### config.mk
export PLATFORM = sky130hd
export DESIGN_NAME = display_controlador
export DESIGN_NICKNAME = d
export VERILOG_FILES = /design/src/rtl/display_pkg.sv /design/src/rtl/decod_7seg.sv /design/src/rtl/display_controlador.sv
export SDC_FILE = /design/constraint.sdc
export NUM_CORES = 1
export LEC_CHECK = 0
export CORE_MARGIN = 2
export CORE_UTILIZATION = 49
export DETAILED_ROUTE_END_ITERATION = 12
export PLACE_DENSITY_LB_ADDON = 0.1
export SLEW_MARGIN = 20
export SYNTH_ARGS = -nofsm -noshare
export SYNTH_HDL_FRONTEND = slang
export SYNTH_SLANG_ARGS = --single-unit
export TNS_END_PERCENT = 100
### constraint.sdc
create_clock -name clock -period 1.9 [get_ports clock]
set_input_delay 0.19 -clock clock [delete_from_list [all_inputs] [get_ports clock]]
set_output_delay 0.19 -clock clock [all_outputs]
set_load 0.05 [all_outputs]
### src/rtl/display_pkg.sv
// display_pkg: segment glyphs (bit 6 = a .. bit 0 = g, active-high),
// display modes and the overflow message helper for display_controlador.
package display_pkg;

  localparam logic [6:0] SEG_0 = 7'b1111110;
  localparam logic [6:0] SEG_1 = 7'b0110000;
  localparam logic [6:0] SEG_2 = 7'b1101101;
  localparam logic [6:0] SEG_3 = 7'b1111001;
  localparam logic [6:0] SEG_4 = 7'b0110011;
  localparam logic [6:0] SEG_5 = 7'b1011011;
  localparam logic [6:0] SEG_6 = 7'b1011111;
  localparam logic [6:0] SEG_7 = 7'b1110000;
  localparam logic [6:0] SEG_8 = 7'b1111111;
  localparam logic [6:0] SEG_9 = 7'b1111011;
  localparam logic [6:0] SEG_A = 7'b1110111;
  localparam logic [6:0] SEG_B = 7'b0011111;
  localparam logic [6:0] SEG_C = 7'b1001110;
  localparam logic [6:0] SEG_D = 7'b0111101;
  localparam logic [6:0] SEG_E = 7'b1001111;
  localparam logic [6:0] SEG_F = 7'b1000111;
  localparam logic [6:0] SEG_U = 7'b0111110;
  localparam logic [6:0] SEG_O = 7'b1111110;

  localparam logic [6:0] SEG_TRACO   = 7'b0000001;
  localparam logic [6:0] SEG_APAGADO = 7'b0000000;
  localparam logic [6:0] SEG_TODOS   = 7'b1111111;

  typedef enum logic [1:0] {
    MODO_DEC   = 2'b00,
    MODO_HEX   = 2'b01,
    MODO_APAGA = 2'b10,
    MODO_TESTE = 2'b11
  } modo_e;

  // "AEUO" read from digit 0 upward; higher digits stay dark.
  function automatic logic [6:0] seg_ovf(input int pos);
    logic [6:0] s;
    case (pos)
      0:       s = SEG_A;
      1:       s = SEG_E;
      2:       s = SEG_U;
      3:       s = SEG_O;
      default: s = SEG_APAGADO;
    endcase
    return s;
  endfunction

endpackage

### src/rtl/decod_7seg.sv
// decod_7seg: nibble + hex flag -> active-high segments a..g (bit 6 = a).
// Ports: nibble (4b), hex (1 = show A..F, 0 = dash for 10..15), seg (7b).
module decod_7seg
  import display_pkg::*;
(
  input  logic [3:0] nibble,
  input  logic       hex,
  output logic [6:0] seg
);

  always_comb begin
    seg = SEG_TRACO;
    case (nibble)
      4'h0: seg = SEG_0;
      4'h1: seg = SEG_1;
      4'h2: seg = SEG_2;
      4'h3: seg = SEG_3;
      4'h4: seg = SEG_4;
      4'h5: seg = SEG_5;
      4'h6: seg = SEG_6;
      4'h7: seg = SEG_7;
      4'h8: seg = SEG_8;
      4'h9: seg = SEG_9;
      4'hA: seg = hex ? SEG_A : SEG_TRACO;
      4'hB: seg = hex ? SEG_B : SEG_TRACO;
      4'hC: seg = hex ? SEG_C : SEG_TRACO;
      4'hD: seg = hex ? SEG_D : SEG_TRACO;
      4'hE: seg = hex ? SEG_E : SEG_TRACO;
      4'hF: seg = hex ? SEG_F : SEG_TRACO;
      default: seg = SEG_TRACO;
    endcase
  end

endmodule

### src/rtl/display_controlador.sv
// display_controlador: registered N-digit 7-segment driver with hex mode,
// leading-zero blanking, lamp test, blinking overflow message and load ack.
// Ports: clock, reset_n (sync), carregar, digitos, controle_displays,
// overflow, apagar_zeros -> displays (7 bits/digit), atualizado (pulse).
module display_controlador
  import display_pkg::*;
#(
  parameter int N_DIGITOS   = 5,
  parameter int BLINK_DIV   = 25_000_000,
  parameter int ATIVO_BAIXO = 1
) (
  input  logic                   clock,
  input  logic                   reset_n,
  input  logic                   carregar,
  input  logic [4*N_DIGITOS-1:0] digitos,
  input  logic [1:0]             controle_displays,
  input  logic                   overflow,
  input  logic                   apagar_zeros,
  output logic [7*N_DIGITOS-1:0] displays,
  output logic                   atualizado
);

  localparam int CW = (BLINK_DIV > 1) ? $clog2(BLINK_DIV) : 1;
  localparam logic [CW-1:0] CNT_MAX = CW'(BLINK_DIV - 1);
  localparam logic [7*N_DIGITOS-1:0] DISP_OFF =
    (ATIVO_BAIXO != 0) ? {7*N_DIGITOS{1'b1}} : {7*N_DIGITOS{1'b0}};

  logic [4*N_DIGITOS-1:0] dig_q, dig_d;
  modo_e                  modo_q, modo_d;
  logic                   ovf_q, ovf_d;
  logic                   apaga_q, apaga_d;
  logic                   pend_q, pend_d;
  logic                   atu_q, atu_d;
  logic [CW-1:0]          cnt_q, cnt_d;
  logic                   fase_q, fase_d;
  logic [7*N_DIGITOS-1:0] disp_q, disp_d;

  logic                   eh_hex;
  logic [6:0]             seg_dec [N_DIGITOS];
  logic [6:0]             seg;
  logic                   zero_run;
  logic                   blank_lz;

  assign eh_hex = (modo_q == MODO_HEX);

  for (genvar g = 0; g < N_DIGITOS; g++) begin : g_dec
    decod_7seg u_dec (
      .nibble (dig_q[4*g +: 4]),
      .hex    (eh_hex),
      .seg    (seg_dec[g])
    );
  end

  // Latch stage and the two-step acknowledge: pend marks a load just
  // latched, atu fires on the cycle displays first shows it.
  always_comb begin
    dig_d   = dig_q;
    modo_d  = modo_q;
    ovf_d   = ovf_q;
    apaga_d = apaga_q;
    if (carregar) begin
      dig_d   = digitos;
      modo_d  = modo_e'(controle_displays);
      ovf_d   = overflow;
      apaga_d = apagar_zeros;
    end
    pend_d = carregar;
    atu_d  = pend_q;
  end

  // Blink: a fresh overflow restarts with the phase visible, so the
  // message appears on the very first output cycle after the load.
  always_comb begin
    cnt_d  = cnt_q;
    fase_d = fase_q;
    if (ovf_d && !ovf_q) begin
      cnt_d  = '0;
      fase_d = 1'b1;
    end else if (cnt_q == CNT_MAX) begin
      cnt_d  = '0;
      fase_d = !fase_q;
    end else begin
      cnt_d = cnt_q + CW'(1);
    end
  end

  // Scan from the top digit; zero_run stays set while every digit
  // above and including i is zero.
  always_comb begin
    disp_d   = '0;
    seg      = SEG_APAGADO;
    zero_run = 1'b1;
    blank_lz = 1'b0;
    for (int i = N_DIGITOS - 1; i >= 0; i--) begin
      zero_run = zero_run && (dig_q[4*i +: 4] == 4'h0);
      blank_lz = apaga_q && zero_run && (i != 0);
      unique case (modo_q)
        MODO_TESTE: seg = SEG_TODOS;
        MODO_APAGA: seg = SEG_APAGADO;
        MODO_DEC, MODO_HEX: begin
          if (ovf_q)
            seg = fase_q ? seg_ovf(i) : SEG_APAGADO;
          else if (blank_lz)
            seg = SEG_APAGADO;
          else
            seg = seg_dec[i];
        end
        default: seg = SEG_APAGADO;
      endcase
      disp_d[7*i +: 7] = (ATIVO_BAIXO != 0) ? ~seg : seg;
    end
  end

  always_ff @(posedge clock) begin
    if (!reset_n) begin
      dig_q   <= '0;
      modo_q  <= MODO_APAGA;
      ovf_q   <= 1'b0;
      apaga_q <= 1'b0;
      pend_q  <= 1'b0;
      atu_q   <= 1'b0;
      cnt_q   <= '0;
      fase_q  <= 1'b1;
      disp_q  <= DISP_OFF;
    end else begin
      dig_q   <= dig_d;
      modo_q  <= modo_d;
      ovf_q   <= ovf_d;
      apaga_q <= apaga_d;
      pend_q  <= pend_d;
      atu_q   <= atu_d;
      cnt_q   <= cnt_d;
      fase_q  <= fase_d;
      disp_q  <= disp_d;
    end
  end

  assign displays   = disp_q;
  assign atualizado = atu_q;

endmodule

Word-level counts from Yosys, hierarchy flattened
Index checks and enable logic that the tools add are counted.

word-level totals
  register bits after elaboration = 87
  input port bits = 27
  output and inout port bits = 36
  word-level logic and storage cells = 144

cells by class
  add/subtract/negate cells = 1
  equal/unequal tests = 79
  multiplexer cells = 30
  bitwise gates (word level) = 6
  reductions and logical operators = 19

operators by type and width
  operator                 number
  $pmux W7 S16             5
  $eq A4 B4 Y1 const B     40
  $mux W7                  16
  $pmux W7 S3              5
  $eq A4 B3 Y1 const B     20
  $eq A4 B2 Y1 const B     10
  $not A7 Y7               5
  $add A25 B1 Y25 const B  1
  $eq A25 B25 Y1 const B   1
  $eq A4 B1 Y1 const B     5
  $logic_not A4 Y1         5
  $mux W6                  2
  $logic_and A1 B1 Y1      8
  $mux W5                  1
  $eq A2 B2 Y1 const B     2
  $reduce_or A2 Y1         2
  $reduce_or A3 Y1         1
  $eq A2 B1 Y1 const B     1
  $logic_not A1 Y1         2
  $logic_not A2 Y1         1
  $mux W1                  1
  $not A1 Y1               1

Depth between registers and ports, before layout
Gate-level depths: netlist of the first run.

  word-level depth = 9
  depth in mapped cells = 7
  depth with buffers taken out = 6

Modules after synthesis
A second synthesis of the first run with hierarchy kept.

unflattened totals
  cell total of the unflattened synthesis = 544
  area total of the unflattened synthesis = 4483.0 sq um

modules (own cells, without submodules)
  module               times used  cells an instance  area an instance (sq um)  seq. area each (sq um)
  display_controlador  1           344                3275.6                    1741.7
  decod_7seg           5           40                 241.5                     0.0

Worst setup path after synthesis of the first run
No wires, ideal clock.

  kind = register -> register
  from = register cnt_q[0]
  to = register cnt_q[24]
  library setup time = 115 ps
  data arrival time = 1739 ps
  required time = 1785 ps
  setup slack = 46 ps
  cell stages (with the launch flop) = 8
  period minus slack after synthesis = 1854 ps
  cells stage by stage = dfxtp_1 -> ha_1 -> nand3_1 -> or4_4 -> buf_6 -> nor4_4 -> xnor2_1 -> nor2_2

between the ends
  cells in the longest elaborated chain, start to end = 2
  elaborated cells between the ends (all ways) = 3
  those cells by class = add/sub (1); eq/ne (1); reduce/logical (1)

RTL lines
  item                                                                     line                        source
  start: declaration                                                       display_controlador.sv:34   logic [CW-1:0] cnt_q, cnt_d;
  start signal: assignment                                                 display_controlador.sv:132  cnt_q <= cnt_d;
  parallel branches: the longest is 2 deep, another holds $add A25 B1 Y25  --

Parallel ways; which one is timed is not known.
A chain may end at the register's enable or synchronous reset.

Worst setup path in the final report of the first run
  from = register cnt_q[0]
  to = register cnt_q[22]

Same word-level chain as after synthesis.

==> results of run 1 <==
[report_power, final]
part	switching [mW]	internal, mW	leakage, nW
sequential	0.0708	1.93	0.716
clock	0.681	0.651	0.103
combinational	0.593	0.391	1.23
total	1.35	2.97	2.05
[synth_stat cells (all sizes together) (2+ instances only)]
cell / n
nor2: 86
mux4: 3
o21a: 4
dfxtp: 87
nand4: 4
a311oi: 3
mux2i: 25
o22a: 2
o21ai: 39
o31ai: 3
nor3: 12
and3: 4
and2: 5
inv: 15
nand2: 44
a221oi: 4
o22ai: 6
a31oi: 15
a21o: 3
nand3b: 5
nor2b: 9
xnor2: 21
nand3: 9
a2111o: 2
nor4: 7
o211ai: 5
nand2b: 4
xor2: 4
a21oi: 43
clkbuf: 36
or2: 4
o221ai: 2
buf: 9
[layer usage]
layer | wire, µm | part of all wire | vias to the layer above | global-route usage
met2 | 4990 | 0.47 | 137 | 0.362
met5 | 0 | 0 | - | 0
met1 | 4960 | 0.47 | 1883 | 0.309
met3 | 537 | 0.050 | 15 | 0.0322
met4 | 175 | 0.016 | 0 | 0.0791
li1 | - | - | 2005 | -
[worst max-delay path by stage]
stage | depth (start not counted) | end | from | slack, ns
2_1_floorplan | 7 | cnt_q[24] | cnt_q[0] | 0.05
3_3_place_gp | 6 | cnt_q[24] | cnt_q[0] | 0.06
3_5_place_dp | 6 | cnt_q[24] | cnt_q[0] | 0.004
4_1_cts | 6 | cnt_q[24] | cnt_q[1] | 0.01
5_1_grt | 5 | displays[8] | dig_q[13] | 0.02
6_report | 6 | cnt_q[22] | cnt_q[0] | 0.11
[logic make-up (layout without fill, tap and decap cells)]
| family | Yosys count | count (layout) | share of synthesized area |
|---|---|---|---|
| flops | 87 | 87 | 0.402 |
| fa+ha+maj | 2 | 2 | 0.00520 |
| xor+xnor | 25 | 25 | 0.0505 |
| simple gates | 200 | 200 | 0.225 |
| compound gates | 136 | 136 | 0.188 |
| buf+inv | 60 | 131 | 0.0563 |
| mux | 28 | 28 | 0.0733 |
[critical path, cell delays in order, from the launching register on]
cell     delay [ns]
dfxtp_2        0.36
ha_1           0.17
nand3_1        0.11
or4_4          0.60
nor4_2         0.26
xnor2_1        0.15
nor2_1         0.05
[repair_timing]
action | 4_1_cts | 5_1_grt
pin swaps | 1 | 2
gates resized for setup | 1 | 2
setup buffers | 1 | 0
endpoints found under the setup margin | 1 | 5
[sequential cells by signal, indices dropped and copies added, names as in the netlist, 2 cells and up]
register  flops
dig_q        20
cnt_q        25
displays     35
modo_q        2
[layout make-up]
type	count	area [µm²]	share of cell area
Timing Repair Buffer	100	918	0.170
Clock inverter	6	68.8	0.0127
Sequential cell	87	1740	0.322
Inverter	15	56.3	0.0104
Clock buffer	10	138	0.0254
Tap cell	108	135	0.0250
Multi-Input combinational cell	391	2350	0.435
[per-stage QoR]
stage | std cells | cell area, µm² | setup slack, ns | hold slack (ns) | utilization
after global placement | 700 | 5190 | 0.0628 | 0.441 | 0.601
final | 717 | 5410 | 0.113 | 0.437 | 0.627
after floorplan | 538 | 4330 | 0.0459 | 0.289 | -
after CTS | 717 | 5410 | 0.0107 | 0.438 | 0.626
after global routing | 717 | 5410 | 0.0197 | 0.454 | 0.627
after detailed placement | 700 | 5190 | 0.00365 | 0.442 | 0.601
[layout by cell type, fill, tap and decap left out, drive strengths merged, types with 16 or more instances in the layout]
cell	count
buf	38
nor2	86
xnor2	21
o21ai	39
mux2i	25
inv	16
dfxtp	87
clkdlybuf4s50	62
nand2	44
a21oi	43
==> results.toml, run 1 <==
[run_status]
status = "complete, no violations"

[die]
die_w_um = 98.1
core_area_mm2 = 0.00864
die_h_um = 98.1
start_util = 0.502
dieArea_mm2 = 0.00961
ios = 63
num_rows = 34

[drt]
routed_wl_mm = 10.7
via_per_inst = 5.63
dr.pass1.iters = 5
vias = 4040
drt.antenna.violating_nets = 0
drcViolationCount = 0
drt_iter0_drc = 275
wl_per_cell_um = 14.9

[cells_and_area]
drive_gt1_frac = 0.117
area_growth_pct = 24.9
diodes = 0
layout.nets = 632
n_fill_cell = 760

[clocking]
ctsHoldBuffers = 0
clkSlewWorstSetupHoldPaths_ns = 0.09
cts_tree = "done"
clock-sinks = 87
h-tree-depth = 3
cts_made_buffers = 9
clk_latency_ns = 0.36
cts-root-buf = "clkbuf_8"
clockBufferDepth = 2

[timing]
setup_violations = 0
finalSetupTns_ns = 0
worstMarginPinSlew_ns = 0.605
fmax_mhz = 560
period_share = 0.941
slew_headroom = 0.592
drv_slew = 0
finalHoldViolations = 0
rsz0062_at_grt = "false"
worst_clock_skew_ns = 0.0114
fin_crit_ns = 1.79

[global_route]
grt_pass1_wl_mm = 17.9
grt_max_degree = 25
grt_use_total = 0.225
antenna_found_initial = 0
grt_remaining_overflow = 0
grt_pass1_vias = 3819

[min_path]
hold_class = "flop to flop"
hold_end = "cnt_q[0]"
min_path_cells = 1
worstHoldStart = "cnt_q[0]"

[logic_synthesis]
synth.largest_area_cell = "dfxtp_1"
ys_seq_elements = 87
yosysWarnings = 0
netlist_area_mm2 = 0.00433
syn_area_per_cell_um2 = 8.06
synthCells = 538
async_flop_share = 0
synth.area.top_cells = "dfxtp_1, nor2_1, mux2i_1"
synth_edf_count = 0
synth_flop_cell = "dfxtp_1"
yosysTopAreaCellShare = 0.402
synth_cell_types = 54
seq_area_frac_synth = 0.402
syn-num-nets = 566

[setup_path]
cp-start-kind = "flop"
r2r_start = "cnt_q[0]"
path_class = "flop to flop"
crit_required_ns = 2.16
r2r_slack_ns = 0.11
arrival_ns = 2.05
worstSetupEndpointType = "flop"
r2r.worst_path.cells = 6
cp_max_fo = 7
r2r-end = "cnt_q[22]"

[placement]
port_buffers = 62
gp_congestion = 0.911
hpwl_mm = 7.61

[power]
p_per_area_mw_per_mm2 = 798
power_mw = 4.32
max-vdd-ir-drop_mv = 0.334
p_leak_nw = 2.05

[job]
drv_cap = 0
(Power assumes the default switching activity.)
==> run 2, diff against run 1 <==
--- a/config.mk
+++ b/config.mk
@@ -6,7 +6,8 @@
 export NUM_CORES = 1
 export LEC_CHECK = 0
 export CORE_MARGIN = 2
-export CORE_UTILIZATION = 49
+export CORE_UTILIZATION = 51
+export CTS_BUF_LIST = sky130_fd_sc_hd__clkbuf_4
 export DETAILED_ROUTE_END_ITERATION = 12
 export PLACE_DENSITY_LB_ADDON = 0.1
 export SLEW_MARGIN = 20
==> results.toml, run 2 (same netlist as run 1, synthesis figures left out) <==
[drt]
drt_iter0_drc = 279
drcViolationCount = 0
routed_wl_mm = 10.5
via_per_inst = 5.64
vias = 4014
drt.antenna.violating_nets = 0
dr.pass1.iters = 7
wl_per_cell_um = 14.7

[cells_and_area]
diodes = 0
final_cell_mix = "nor2_1, dfxtp_1, clkdlybuf4s50_1"
drive_gt1_frac = 0.115
layout.nets = 630
fin_area_mm2 = 0.00534
area_growth_pct = 23.2
largest_register_ffs = 35

[placement]
post-place-ws_ns = 0.00245
gp_congestion = 0.911
hpwl_mm = 7.51
port_buffers = 62
place_area_mm2 = 0.00518

[global_route]
grt_pass1_vias = 3752
grt_use_total = 0.240
antenna_found_initial = 0
grt_pass1_wl_mm = 17.3
grt_remaining_overflow = 0
grt_max_degree = 27

[die]
die_h_um = 96.2
die_w_um = 96.2
dieArea_mm2 = 0.00925
ios = 63
core_area_mm2 = 0.00822
num_rows = 33
start_util = 0.527

[job]
drv_cap = 0

[power]
p_leak_nw = 2.03
power_mw = 3.86
max-vdd-ir-drop_mv = 0.398
p_per_area_mw_per_mm2 = 722

[timing]
finalHoldViolations = 0
slew_headroom = 0.631
fmax_mhz = 548
worst_clock_skew_ns = 0.0188
rsz0062_at_grt = "false"
worstMarginPinSlew_ns = 0.553
setup_slack_ns = 0.0735
finalSetupTns_ns = 0
hold_ws_ns = 0.361
setup_violations = 0
drv_slew = 0
period_share = 0.961
fin_crit_ns = 1.83

[setup_path]
worstSetupEndpointType = "flop"
cp-start-kind = "flop"
crit_path_cell_trace = "buf_4 -> and4_1 -> or4b_4 -> nor3_1 -> xnor2_1 -> nor2_1"
crit_required_ns = 2.23
cp_top_family = "simple AND/OR/NAND/NOR gates"
cp_max_fo = 6
path_class = "flop to flop"
path_buf_inv = 1
arrival_ns = 2.16
cpMaxStageDelayCell = "or4b_4"
r2r_slack_ns = 0.07
slowest_delay_ns = 0.55

[run_status]
status = "complete, no violations"

[clocking]
cts-root-buf = "clkbuf_4"
h-tree-depth = 3
clock-sinks = 87
cts_made_buffers = 9
clkSlewWorstSetupHoldPaths_ns = 0.13
clockBufferDepth = 2
clk_latency_ns = 0.43
cts_tree = "done"

[min_path]
hold_class = "primary input to flop"
-- run 2: cell types whose count changed in the layout (fill, tap and decap cells not counted), sizes merged --
cell,delta
bufinv,-1
inv,-1
clkbuf,+1
clkinvlp,-1
clkinv,+2
buf,-2
-- run 2: final timing paths --
kind / endpoint / start / cells after the start
worst min-delay path: apaga_q / apagar_zeros / 3
worst max-delay path: cnt_q[19] / cnt_q[0] / 6
worst min register to register: atualizado / atu_d / 1
worst max register to register: cnt_q[19] / cnt_q[0] / 6
-- run 2: repair_timing --
item,CTS,global route
hold buffers,0,0
endpoints found under the setup margin,2,24
setup buffers,0,2
pin swaps,0,4
gates resized for setup,1,8
-- run 2: per-layer routing --
metal	GRT usage	wire (µm)	up-vias
met5	0	0	-
met4	0.0952	204	0
met3	0.0548	508	16
met2	0.407	5080	119
met1	0.294	4660	1874
li1	-	-	2005
-- run 2: cell type report --
type,instances,area [µm²]
Clock buffer,11,82.6
Clock inverter,5,25.0
Fill cell,724,2880
Inverter,15,56.3
Multi-Input combinational cell,391,2380
Sequential cell,87,1740
Tap cell,105,131
Timing Repair Buffer,98,916
-- run 2: worst min-delay path: cells and delay by family --
family                 cells  cell delay (ns)
AND/OR/NAND/NOR            1             0.05
buffers and inverters      1             0.39
multiplexers               1             0.13
-- run 2: power breakdown --
part / leakage [nW] / switching (mW) / total [mW] / internal (mW)
logic: 1.25 / 0.589 / 0.985 / 0.396
clock network: 0.0633 / 0.581 / 0.868 / 0.287
registers: 0.716 / 0.0723 / 2.00 / 1.93
-- run 2: per-stage QoR --
stage / utilization / cells
finish: 0.650 / 712
floorplan: - / 538
global placement: 0.630 / 694
global route: 0.650 / 712
CTS: 0.644 / 710
detailed placement: 0.630 / 694
==> run 3, diff against run 2 <==
--- a/config.mk
+++ b/config.mk
@@ -6,7 +6,7 @@
 export NUM_CORES = 1
 export LEC_CHECK = 0
 export CORE_MARGIN = 2
-export CORE_UTILIZATION = 51
+export CORE_UTILIZATION = 45
 export CTS_BUF_LIST = sky130_fd_sc_hd__clkbuf_4
 export DETAILED_ROUTE_END_ITERATION = 12
 export PLACE_DENSITY_LB_ADDON = 0.1
==> results.toml, run 3 (same netlist as run 1, synthesis figures left out) <==
[placement]
hpwl_mm = 7.52
post-place-ws_ns = 0.00188
gp_congestion = 0.906
dp.cells = 722
port_buffers = 62

[clocking]
clock-sinks = 87
cts_tree = "done"
clkSlewWorstSetupHoldPaths_ns = 0.13
h-tree-depth = 3
clk_latency_ns = 0.43
cts-root-buf = "clkbuf_4"
cts_made_buffers = 9
clockBufferDepth = 2

[setup_path]
cp-start-kind = "flop"
crit_required_ns = 2.22
r2r_start = "cnt_q[0]"
r2r_slack_ns = 0.06
r2r.worst_path.cells = 7
r2r-end = "cnt_q[16]"
cp_max_fo = 6
worstSetupEndpointType = "flop"
path_class = "flop to flop"
arrival_ns = 2.16

[timing]
finalSetupTns_ns = 0
rsz0062_at_grt = "true"
fmax_mhz = 543
finalHoldViolations = 0
setup_slack_ns = 0.0587
slew_headroom = 0.643
worstMarginPinSlew_ns = 0.535
setup_violations = 0
worst_clock_skew_ns = 0.0173
drv_slew = 0
fin_crit_ns = 1.84
period_share = 0.969

[die]
start_util = 0.467
die_h_um = 102
dieArea_mm2 = 0.0104
core_area_mm2 = 0.00928
num_rows = 35
die_w_um = 102
ios = 63

[drt]
via_per_inst = 5.38
wl_per_cell_um = 14.3
routed_wl_mm = 10.6
drt.antenna.violating_nets = 0
vias = 3979
drt_iter0_drc = 314
drcViolationCount = 0
dr.pass1.iters = 5

[power]
max-vdd-ir-drop_mv = 0.511
p_per_area_mw_per_mm2 = 738
p_leak_nw = 2.04

[global_route]
grt_max_degree = 27
antenna_found_initial = 0
grt_pass1_wl_mm = 17.7
grt_pass1_vias = 3733
grt_use_total = 0.213
grt_remaining_overflow = 0

[cells_and_area]
n_fill_cell = 871
post-route-util = 0.582
diodes = 0
area_growth_pct = 24.6
final_cell_mix = "dfxtp_1, nor2_1, clkdlybuf4s50_1"
largest_register_ffs = 35
layout.nets = 633
layout_commonest_cell = "dfxtp_1"
drive_gt1_frac = 0.116
multi_input_area_mm2 = 0.00237
seq_area_mm2 = 0.00174
fin_cells = 739

[job]
drv_cap = 0

[min_path]
min_path_cells = 3
hold_end = "dig_q[12]"
worstHoldStart = "digitos[12]"
hold_class = "primary input to flop"

[run_status]
status = "complete, no violations"
[run 3: changes by cell type in the layout (fill, tap and decap cells not counted), sizes merged]
cell | previous run | this run
buf | 36 | 39
bufinv | 0 | 1
clkinv | 5 | 6
clkbuf | 11 | 9
[run 3: how the worst max path moves through the flow]
stage | slack [ns] | depth (start not counted) | end | from
final | 0.06 | 7 | cnt_q[16] | cnt_q[0]
after global routing | -0.01 | 7 | cnt_q[16] | cnt_q[0]
after CTS | 0.01 | 6 | cnt_q[24] | cnt_q[0]
after detailed placement | 0.002 | 5 | cnt_q[23] | cnt_q[8]
after global placement | 0.04 | 6 | displays[33] | modo_q[1]
after floorplan | 0.05 | 7 | cnt_q[24] | cnt_q[0]
[run 3: area by class of cell]
class | instances | area share
Multi-Input combinational cell | 391 | 0.439
Sequential cell | 87 | 0.323
Timing Repair Buffer | 101 | 0.174
Tap cell | 129 | 0.0299
Clock buffer | 9 | 0.0125
Clock inverter | 7 | 0.0118
Inverter | 15 | 0.0104
[run 3: per-stage QoR]
step,total power [mW],cell area (µm²),hold slack (ns)
floorplan,2.67,4330,0.289
global placement,3.01,5240,0.418
detailed placement,3.03,5240,0.426
CTS,4.03,5370,0.331
global route,4.19,5400,0.350
finish,3.98,5400,0.362
[run 3: timing repair]
item	4_1_cts	5_1_grt
resized for setup	1	6
hold endpoints to repair	0	0
hold buffers	0	0
endpoints found under the setup margin	1	12
pin swaps	0	2
buffers inserted	0	1
[run 3: critical path: stages (launching register included)]
cell and delay, ns:
dfxtp_2 0.37, ha_1 0.18, nand3_1 0.11, or4_4 0.62, buf_4 0.18, nor2_2 0.11, xnor2_1 0.14, nor2_1 0.05
[run 3: layer usage]
metal | GRT usage | wire (µm) | vias to the layer above
met2 | 0.344 | 4980 | 138
met3 | 0.0472 | 609 | 17
met1 | 0.285 | 4790 | 1814
li1 | - | - | 2010
met4 | 0.0687 | 178 | 0
met5 | 0 | 0 | -
[run 3: where the power goes]
part	internal, mW	total [mW]	switching, mW
sequential	1.93	2.00	0.0681
clock	0.391	0.995	0.603
combinational	0.394	0.989	0.595
total	2.72	3.98	1.27
